**src/rtl/board_ctrl_pkg.sv**
```systemverilog
// Shared types and constants for the board-glue controller.
// Holds the sequencer state encoding and fixed LED positions.
package board_ctrl_pkg;

    typedef enum logic [1:0] {
        WAIT_LOCK = 2'd0,
        HOLD      = 2'd1,
        RUN       = 2'd2,
        BOOT      = 2'd3
    } board_state_t;

    localparam int LED_ACT  = 0;
    localparam int LED_BOOT = 1;

endpackage

```
**src/rtl/board_ctrl_seq_btn_debounce.sv**
```systemverilog
// One button: polarity fix, 2-flop synchroniser, stability counter and press pulse.
// btn_level only flips after DEBOUNCE_CYCLES consecutive differing samples.
module btn_debounce #(
    parameter int   DEBOUNCE_CYCLES = 480000,
    parameter logic ACTIVE_LOW      = 1'b0
) (
    input  logic clk,
    input  logic reset_n,
    input  logic raw,
    output logic level,
    output logic press
);

    localparam int            CW       = $clog2(DEBOUNCE_CYCLES + 1);
    localparam logic [CW-1:0] CNT_LAST = CW'(DEBOUNCE_CYCLES - 1);

    logic          sync1;
    logic          sync2;
    logic [CW-1:0] cnt;

    always_ff @(posedge clk) begin
        if (!reset_n) begin
            sync1 <= 1'b0;
            sync2 <= 1'b0;
            cnt   <= '0;
            level <= 1'b0;
            press <= 1'b0;
        end else begin
            sync1 <= raw ^ ACTIVE_LOW;
            sync2 <= sync1;
            press <= 1'b0;
            if (sync2 == level) begin
                cnt <= '0;
            end else if (cnt == CNT_LAST) begin
                // press pulses only on the rising flip of the debounced level
                cnt   <= '0;
                level <= sync2;
                press <= sync2;
            end else begin
                cnt <= cnt + CW'(1);
            end
        end
    end

endmodule

```
**src/rtl/board_ctrl_seq.sv**
```systemverilog
// Board-glue controller: debounced buttons, core reset sequencing from PLL lock,
// long-press / core-requested boot commit, and LED status with heartbeat.
module board_ctrl_seq
    import board_ctrl_pkg::*;
#(
    parameter int                 NUM_BTN           = 7,
    parameter logic [NUM_BTN-1:0] BTN_ACTIVE_LOW    = 7'b0000001,
    parameter int                 DEBOUNCE_CYCLES   = 480000,
    parameter int                 RESET_BTN         = 0,
    parameter int                 BOOT_BTN          = 1,
    parameter int                 LONG_PRESS_CYCLES = 96000000,
    parameter int                 RESET_HOLD_CYCLES = 4800,
    parameter int                 NUM_LED           = 8,
    parameter int                 BLINK_CYCLES      = 12000000
) (
    input  logic               clk_48mhz,
    input  logic               reset_n,
    input  logic               pll_locked,
    input  logic [NUM_BTN-1:0] btn_raw,
    input  logic               bl_led,
    input  logic               bl_boot,
    output logic [NUM_BTN-1:0] btn_level,
    output logic [NUM_BTN-1:0] btn_press,
    output logic               core_reset,
    output logic               boot_out,
    output logic [NUM_LED-1:0] led
);

    localparam int            HW         = $clog2(RESET_HOLD_CYCLES + 1);
    localparam int            LW         = $clog2(LONG_PRESS_CYCLES + 1);
    localparam int            BW         = $clog2(BLINK_CYCLES + 1);
    localparam logic [HW-1:0] HOLD_LAST  = HW'(RESET_HOLD_CYCLES - 1);
    localparam logic [LW-1:0] LONG_LAST  = LW'(LONG_PRESS_CYCLES - 1);
    localparam logic [BW-1:0] BLINK_LAST = BW'(BLINK_CYCLES - 1);

    for (genvar i = 0; i < NUM_BTN; i++) begin : g_btn
        btn_debounce #(
            .DEBOUNCE_CYCLES(DEBOUNCE_CYCLES),
            .ACTIVE_LOW     (BTN_ACTIVE_LOW[i])
        ) u_debounce (
            .clk    (clk_48mhz),
            .reset_n(reset_n),
            .raw    (btn_raw[i]),
            .level  (btn_level[i]),
            .press  (btn_press[i])
        );
    end

    board_state_t      state, state_d;
    logic              lock_s1, lock_s2;
    logic [HW-1:0]     hold_cnt, hold_d;
    logic [LW-1:0]     long_cnt, long_d;
    logic [BW-1:0]     blink_cnt, blink_d;
    logic              hb, hb_d;
    logic [NUM_LED-1:0] led_d;
    logic              rst_btn, boot_btn;

    assign rst_btn  = btn_level[RESET_BTN];
    assign boot_btn = btn_level[BOOT_BTN];

    always_comb begin
        state_d = state;
        hold_d  = '0;
        long_d  = '0;
        blink_d = '0;
        hb_d    = 1'b0;
        case (state)
            WAIT_LOCK: begin
                if (lock_s2) state_d = HOLD;
            end
            HOLD: begin
                if (!lock_s2) begin
                    state_d = WAIT_LOCK;
                end else if (rst_btn) begin
                    hold_d = '0;
                end else if (hold_cnt == HOLD_LAST) begin
                    state_d = RUN;
                end else begin
                    hold_d = hold_cnt + HW'(1);
                end
            end
            RUN: begin
                if (boot_btn) begin
                    long_d = (long_cnt == LONG_LAST) ? long_cnt : long_cnt + LW'(1);
                end
                if (blink_cnt == BLINK_LAST) begin
                    hb_d = ~hb;
                end else begin
                    blink_d = blink_cnt + BW'(1);
                    hb_d    = hb;
                end
                // lock loss beats the reset button, which beats any boot request
                if (!lock_s2) begin
                    state_d = WAIT_LOCK;
                end else if (rst_btn) begin
                    state_d = HOLD;
                end else if (bl_boot || (boot_btn && long_cnt == LONG_LAST)) begin
                    state_d = BOOT;
                end
            end
            BOOT: begin
                state_d = BOOT;
            end
            default: state_d = WAIT_LOCK;
        endcase

        // outputs are registered from the next state so they move with it
        led_d           = '0;
        led_d[LED_ACT]  = (state_d == RUN) && bl_led;
        led_d[LED_BOOT] = (state_d == BOOT);
        case (state_d)
            HOLD, BOOT: led_d[NUM_LED-1] = 1'b1;
            RUN:        led_d[NUM_LED-1] = hb_d;
            default:    led_d[NUM_LED-1] = 1'b0;
        endcase
    end

    always_ff @(posedge clk_48mhz) begin
        if (!reset_n) begin
            state      <= WAIT_LOCK;
            lock_s1    <= 1'b0;
            lock_s2    <= 1'b0;
            hold_cnt   <= '0;
            long_cnt   <= '0;
            blink_cnt  <= '0;
            hb         <= 1'b0;
            core_reset <= 1'b1;
            boot_out   <= 1'b0;
            led        <= '0;
        end else begin
            state      <= state_d;
            lock_s1    <= pll_locked;
            lock_s2    <= lock_s1;
            hold_cnt   <= hold_d;
            long_cnt   <= long_d;
            blink_cnt  <= blink_d;
            hb         <= hb_d;
            core_reset <= !(state_d == RUN || state_d == BOOT);
            boot_out   <= (state_d == BOOT);
            led        <= led_d;
        end
    end

endmodule

```
**config.mk**
```make
export PLATFORM = sky130hd
export DESIGN_NAME = board_ctrl_seq
export DESIGN_NICKNAME = d
export VERILOG_FILES = /design/src/rtl/board_ctrl_pkg.sv /design/src/rtl/board_ctrl_seq_btn_debounce.sv /design/src/rtl/board_ctrl_seq.sv
export SDC_FILE = /design/constraint.sdc
export NUM_CORES = 1
export LEC_CHECK = 0
export ABC_AREA = 1
export CAP_MARGIN = 20
export CORE_AREA = 2 2 199 123
export CTS_BUF_LIST = sky130_fd_sc_hd__clkbuf_16
export DETAILED_ROUTE_END_ITERATION = 8
export DIE_AREA = 0 0 201 125
export PLACE_DENSITY = 0.74
export SYNTH_ARGS = -nofsm -noshare
export SYNTH_HDL_FRONTEND = slang
export SYNTH_SLANG_ARGS = --single-unit
```
**constraint.sdc**
```tcl
create_clock -name clk_48mhz -period 1.8 [get_ports clk_48mhz]
set_input_delay 0.36 -clock clk_48mhz [delete_from_list [all_inputs] [get_ports clk_48mhz]]
set_output_delay 0.36 -clock clk_48mhz [all_outputs]
set_load 0.02 [all_outputs]
```
* After elaboration in Yosys (flattened, before gate mapping)
Index checks and enable logic that the tools add are counted.
W data, S select, Z words.
** Word-level totals
- Register bits :: 240
- Bits in latches :: 0
- RAM bits :: 0
- ROM bits :: 0
- Input port bits :: 12
- Output and inout bits :: 24
- Word-level logic and storage cells :: 141
- Memories :: 0
** Operators by class
- Add/sub/neg operators :: 10
- Multiply operators :: 0
- Div/mod/pow operators :: 0
- Magnitude comparators :: 0
- Equality and inequality tests :: 23
- Shift operators :: 0
- Muxes and demuxes :: 11
- Bitwise operators :: 20
- Reduce and logical (&&, ||, !) cells :: 31
** Operator list (count)
- $add A19 B1 Y19 const B :: 7
- $eq A19 B19 Y1 const B :: 7
- $reduce_or A3 Y1 :: 15
- $add A27 B1 Y27 const B :: 1
- $eq A27 B27 Y1 const B :: 1
- $add A24 B1 Y24 const B :: 1
- $eq A24 B24 Y1 const B :: 1
- $not A1 Y1 :: 20
- $mux W2 :: 7
- $reduce_and A2 Y1 :: 7
- $add A13 B1 Y13 const B :: 1
- $eq A13 B13 Y1 const B :: 1
- $eq A2 B2 Y1 const B :: 4
- $pmux W2 S4 :: 1
- $eq A1 B1 Y1 :: 7
- $reduce_or A5 Y1 :: 1
- $eq A2 B1 Y1 const B :: 2
- $reduce_and A3 Y1 :: 1
- $logic_and A1 B1 Y1 :: 2
- $logic_not A2 Y1 :: 1
- $logic_or A1 B1 Y1 :: 2
- $mux W1 :: 2
- $pmux W1 S2 :: 1
- $reduce_or A2 Y1 :: 1
- $logic_not A1 Y1 :: 1

* Depth between registers and ports, before layout
- Depth in word-level cells :: 10
- Depth in mapped cells :: 12
- Mapped depth without buffers :: 12

* Modules after synthesis
A second synthesis with hierarchy kept.
** Unflattened totals
- Cells, all modules :: 1712
- Area total of the unflattened synthesis :: 12085.3 um2
** Modules (own cells, without submodules)
- btn_debounce at g_btn[1].u_debounce ... :: times used 5, cells each 168, area an instance 1187.4 um2
- board_ctrl_seq :: times used 1, cells each 546, area an instance 3804.9 um2
- btn_debounce at g_btn[0].u_debounce :: times used 1, cells each 167, area an instance 1188.6 um2
- btn_debounce at g_btn[6].u_debounce :: times used 1, cells each 159, area an instance 1154.9 um2

* Least setup slack after synthesis
No wires, ideal clock.
- Kind :: register to register
- Start :: register g_btn[4].u_debounce.cnt[0]
- End :: register g_btn[4].u_debounce.cnt[0]
- Library setup time :: 0.122 ns
- Arrival time :: 1.540 ns
- Data required time :: 1.678 ns
- Slack :: 0.138 ns
- Cell stages (with the launch flop) :: 10
- Path buffers :: 1
- Path through :: dfxtp_1 > ha_1 > nand3_1 > nor2_2 > nand3_1 > nor2_2 > nand2_1 > nand2_2 > buf_6 > nor2_1
** On the way
- Cells in the longest elaborated chain, start to end :: 2
- Elaborated cells between the ends (all ways) :: 3
- Those cells by class :: 1 x add/sub; 1 x eq/ne; 1 x reduce/logical
** Ends and longest elaborated chain
- start: declaration :: line board_ctrl_seq_btn_debounce.sv:19 : logic [CW-1:0] cnt;
- start signal: assignment :: line board_ctrl_seq_btn_debounce.sv:40 : cnt <= cnt + CW'(1);
- branches (longest 2 deep; another with $add A19 B1 Y19)
Parallel ways; which one is timed is not known.
A chain may end at the register's enable or synchronous reset.

* Worst setup path after layout
- Start :: register g_btn[3].u_debounce.cnt[12]
- End :: register g_btn[3].u_debounce.cnt[4]
** On the way
- Cells in the longest elaborated chain, start to end :: 2
** Ends and longest elaborated chain
- start: declaration :: line board_ctrl_seq_btn_debounce.sv:19
- start signal: assignment :: line board_ctrl_seq_btn_debounce.sv:40
- $eq A19 B19 Y1 :: line board_ctrl_seq_btn_debounce.sv:34 : end else if (cnt == CNT_LAST) begin
- $reduce_or A3 Y1 (no line)
No other way between the ends.

==> summary.md <==
| Metric | Value |
|---|---|
| Core area | `23500 sq um` |
| DR WL/cell | `12.3 um` |
| Most frequent cell after synthesis | `nand2_1` |
| Syn-to-layout area delta | `17.2%` |
| Biggest area consumer among synthesized cells | `dfxtp_1` |
| Dpl hpwl | `17.5 mm` |
| Top cell type's share of synthesized area | `41.8%` |
| CTS tree | `yes` |
| Worst-margin pin slew | `approximately 640 ps` |
| CP arrival | `between 2000 and 2500 ps` |
| Total grt overflow | `0` |
| Power Dens Cells | `762 nW/um^2` |
| Unrepaired setup endpoints after global routing | `yes` |
| Post-Syn Area per Cell | `roughly 7 sq um` |
| Period minus WS final | `1730 ps` |
| Initial drt markers | `709` |
| Fill count | `2187` |
| Die H | `approximately 130 um` |
| Critical path, cell by cell | `inv_1 > nor2_1 > nand3_1 > nor4_1 > buf_4 > nand2_2 > nand2_8 > buf_12 > a21oi_1` |
| Post-synth EDFFs | `0` |
| Critical path's slowest cell | `dfxtp_1` |
| Gate Count Post-Synth | `1569` |
| Fin area | `~13000 sq um` |
| Leak | `4.88 nW` |
| Sequential share of the synthesized area | `41.8%` |
| Critical Path Source Type | `flop` |
| Overall routing resource usage | `19.1%` |
| Synth unique cells | `48` |
| Share of cells above drive strength 1 | `12.1%` |
| Max stage delay on crit path | `slightly below 400 ps` |
| Top post-synthesis cells by count | `323 x nand2_1, 234 x dfxtp_1, 234 x nor2_1, 220 x inv_1, 93 x nor3_1` |
| Vias per std cell | `4.95` |
| Clock latency on the worst-skew pair | `520 ps` |
| Ranking of synthesized cells by area | `dfxtp_1 42%, nand2_1 11%, nor2_1 7.8%` |
| Critical path type | `flop to flop` |
| DRC | `0` |
| Final setup vio count | `0` |
| DR vias | `9877` |
| F_max | `just under 600 MHz` |
| Layout net count | `1681` |
| CP Max Fanout | `14` |
| Die Span X | `201 um` |
| Critical path endpoint category | `flop` |
| DRT Wirelength | `24.6 mm` |
| CTS Sinks | `234` |
| Largest net degree at the start of global routing | `28` |
| Root Buffer | `clkbuf_16` |
| First-pass GRT wire length | `41.1 mm` |
| Total CTS buffers | `23` |
| Max-Cap Viols | `0` |
| Clock Path Buffers | `3` |
| # port buffers | `30` |
| Worst hold slack | `387 ps` |
| YS warnings | `0` |
| Outcome | `complete, no violations` |
| Tcrit/Tclk final | `96.4%` |
| Final Max Tran Viols | `0` |
| Slew headroom | `a little under three fifths` |
| DP Area | `about 12000 sq um` |
| Synth Cell Area | `about 11000 sq um` |
| FP Rows | `44` |
| Ys async rst share | `0%` |
| Req. time, crit path | `2220 ps` |
| Initial antenna violation count | `0` |
| Clock skew | `a little over 6 ps` |
| Seq cells post-synth | `around 230` |
| Gpl congestion | `0.940` |
| Hold Crit Class | `primary input to flop` |
| Worst-path clk slew | `60 ps` |
| 1st-pass router iterations | `5` |
| Full die area | `roughly 25000 sq um` |
| Fin Setup TNS | `0 ps` |
| Antenna Diode Count | `0` |
| Initial Util | `47.7%` |
| H-tree Lvls | `1` |
| Ports | `36` |
| Antenna-violating nets left | `0` |
| Most used DFF post-synth | `dfxtp_1` |
| Final Hold Vio Count | `0` |
| Vias in the first global route | `8857` |
| Peak VDD IR | `0.627 mV` |
[final timing paths]
kind	cells after the start	slack (ps)	from	end
worst max register to register	9	70	g_btn[3].u_debounce.cnt[12]	g_btn[3].u_debounce.cnt[4]
worst min-delay path	2	390	btn_raw[0]	g_btn[0].u_debounce.sync1
worst max-delay path	9	70	g_btn[3].u_debounce.cnt[12]	g_btn[3].u_debounce.cnt[4]
worst min register to register	2	420	g_btn[3].u_debounce.sync1	g_btn[3].u_debounce.sync2
[where the power goes]
part           internal, mW  total (mW)  leakage [nW]  switching [mW]
registers              5.20        5.21          1.89          0.0123
logic                0.0723       0.174          2.63           0.102
clock network          2.61        4.63         0.362            2.02
total                  7.89        10.0          4.88            2.13
[cells in the final DEF (no fill, tap or decap), types with 9 or more instances in the layout]
cell type	count
a21oi_1	73
nor2_1	222
nor2_2	29
nor4_1	9
xor2_1	42
nand4_1	47
buf_4	57
o21ai_0	13
nand3_1	77
dfxtp_1	233
dlygate4sd2_1	18
clkbuf_16	23
nand2_1	320
xnor2_1	28
nor3b_1	14
nor3_1	88
or2_2	14
inv_1	223
nand3_2	12
clkdlybuf4s50_1	11
[timing repair]
item / CTS / global route
gates cloned: 0 / 4
hold buffers: 0 / 0
endpoints found under the hold margin: 0 / 0
setup buffers: 4 / 11
resized for setup: 19 / 47
pin swaps: 1 / 7
setup endpoints to repair: 20 / 155
[per-stage QoR]
| stage | power, mW | cells | setup WS, ps | util (%) |
|---|---|---|---|---|
| finish | 10.0 | 1997 | 65.5 | 55.9 |
| global route | 10.4 | 1997 | -9.76 | 55.9 |
| floorplan | 5.42 | 1573 | 138 | - |
| detailed placement | 5.47 | 1937 | -111 | 51.3 |
| global placement | 5.47 | 1937 | -96.3 | 51.3 |
| CTS | 10.1 | 1982 | 0.159 | 54.4 |
[sequential cells by signal, indices dropped and copies added (netlist names)]
register / cells
blink_cnt: 24
core_reset: 1
g_btn.u_debounce.cnt: 133
g_btn.u_debounce.level: 7
g_btn.u_debounce.press: 7
g_btn.u_debounce.sync1: 7
g_btn.u_debounce.sync2: 7
hb: 1
hold_cnt: 13
led: 3
lock_s1: 1
lock_s2: 1
long_cnt: 27
state: 2
[cell families (layout without fill, tap and decap cells)]
logic type,after synthesis,after routing,synth area share (%)
xor+xnor,70,70,5.47
other cells,1,5,0.0334
compound gates,106,106,5.10
fa+ha+maj,10,10,1.12
simple gates,887,891,36.5
buf+inv,261,359,10.0
flops,234,234,41.8
[critical path: cells and delay by family (launching register included)]
kind	cells	cell delay, ps
AOI/OAI and AO/OA	1	30
buffers and inverters	3	440
DFF	1	390
and+or+nand+nor	5	750
[per-layer routing]
layer / share of wire [%] / vias to the layer above / global-route usage [%]
met5: 0 / - / 0
met4: 1.7 / 0 / 4.14
met3: 5.5 / 41 / 3.31
met2: 40 / 212 / 27.7
met1: 53 / 4451 / 29.5
li1: - / 5173 / -
[area by class of cell]
class	count	area (sq um)	area share [%]
multi-input combinational	1082	5660	43.1
sequential	234	4690	35.7
inverter	224	841	6.40
timing repair buffer	94	840	6.39
clock buffer	23	576	4.38
tap	322	403	3.07
clock inverter	18	139	1.06
(Power assumes the default switching activity.)
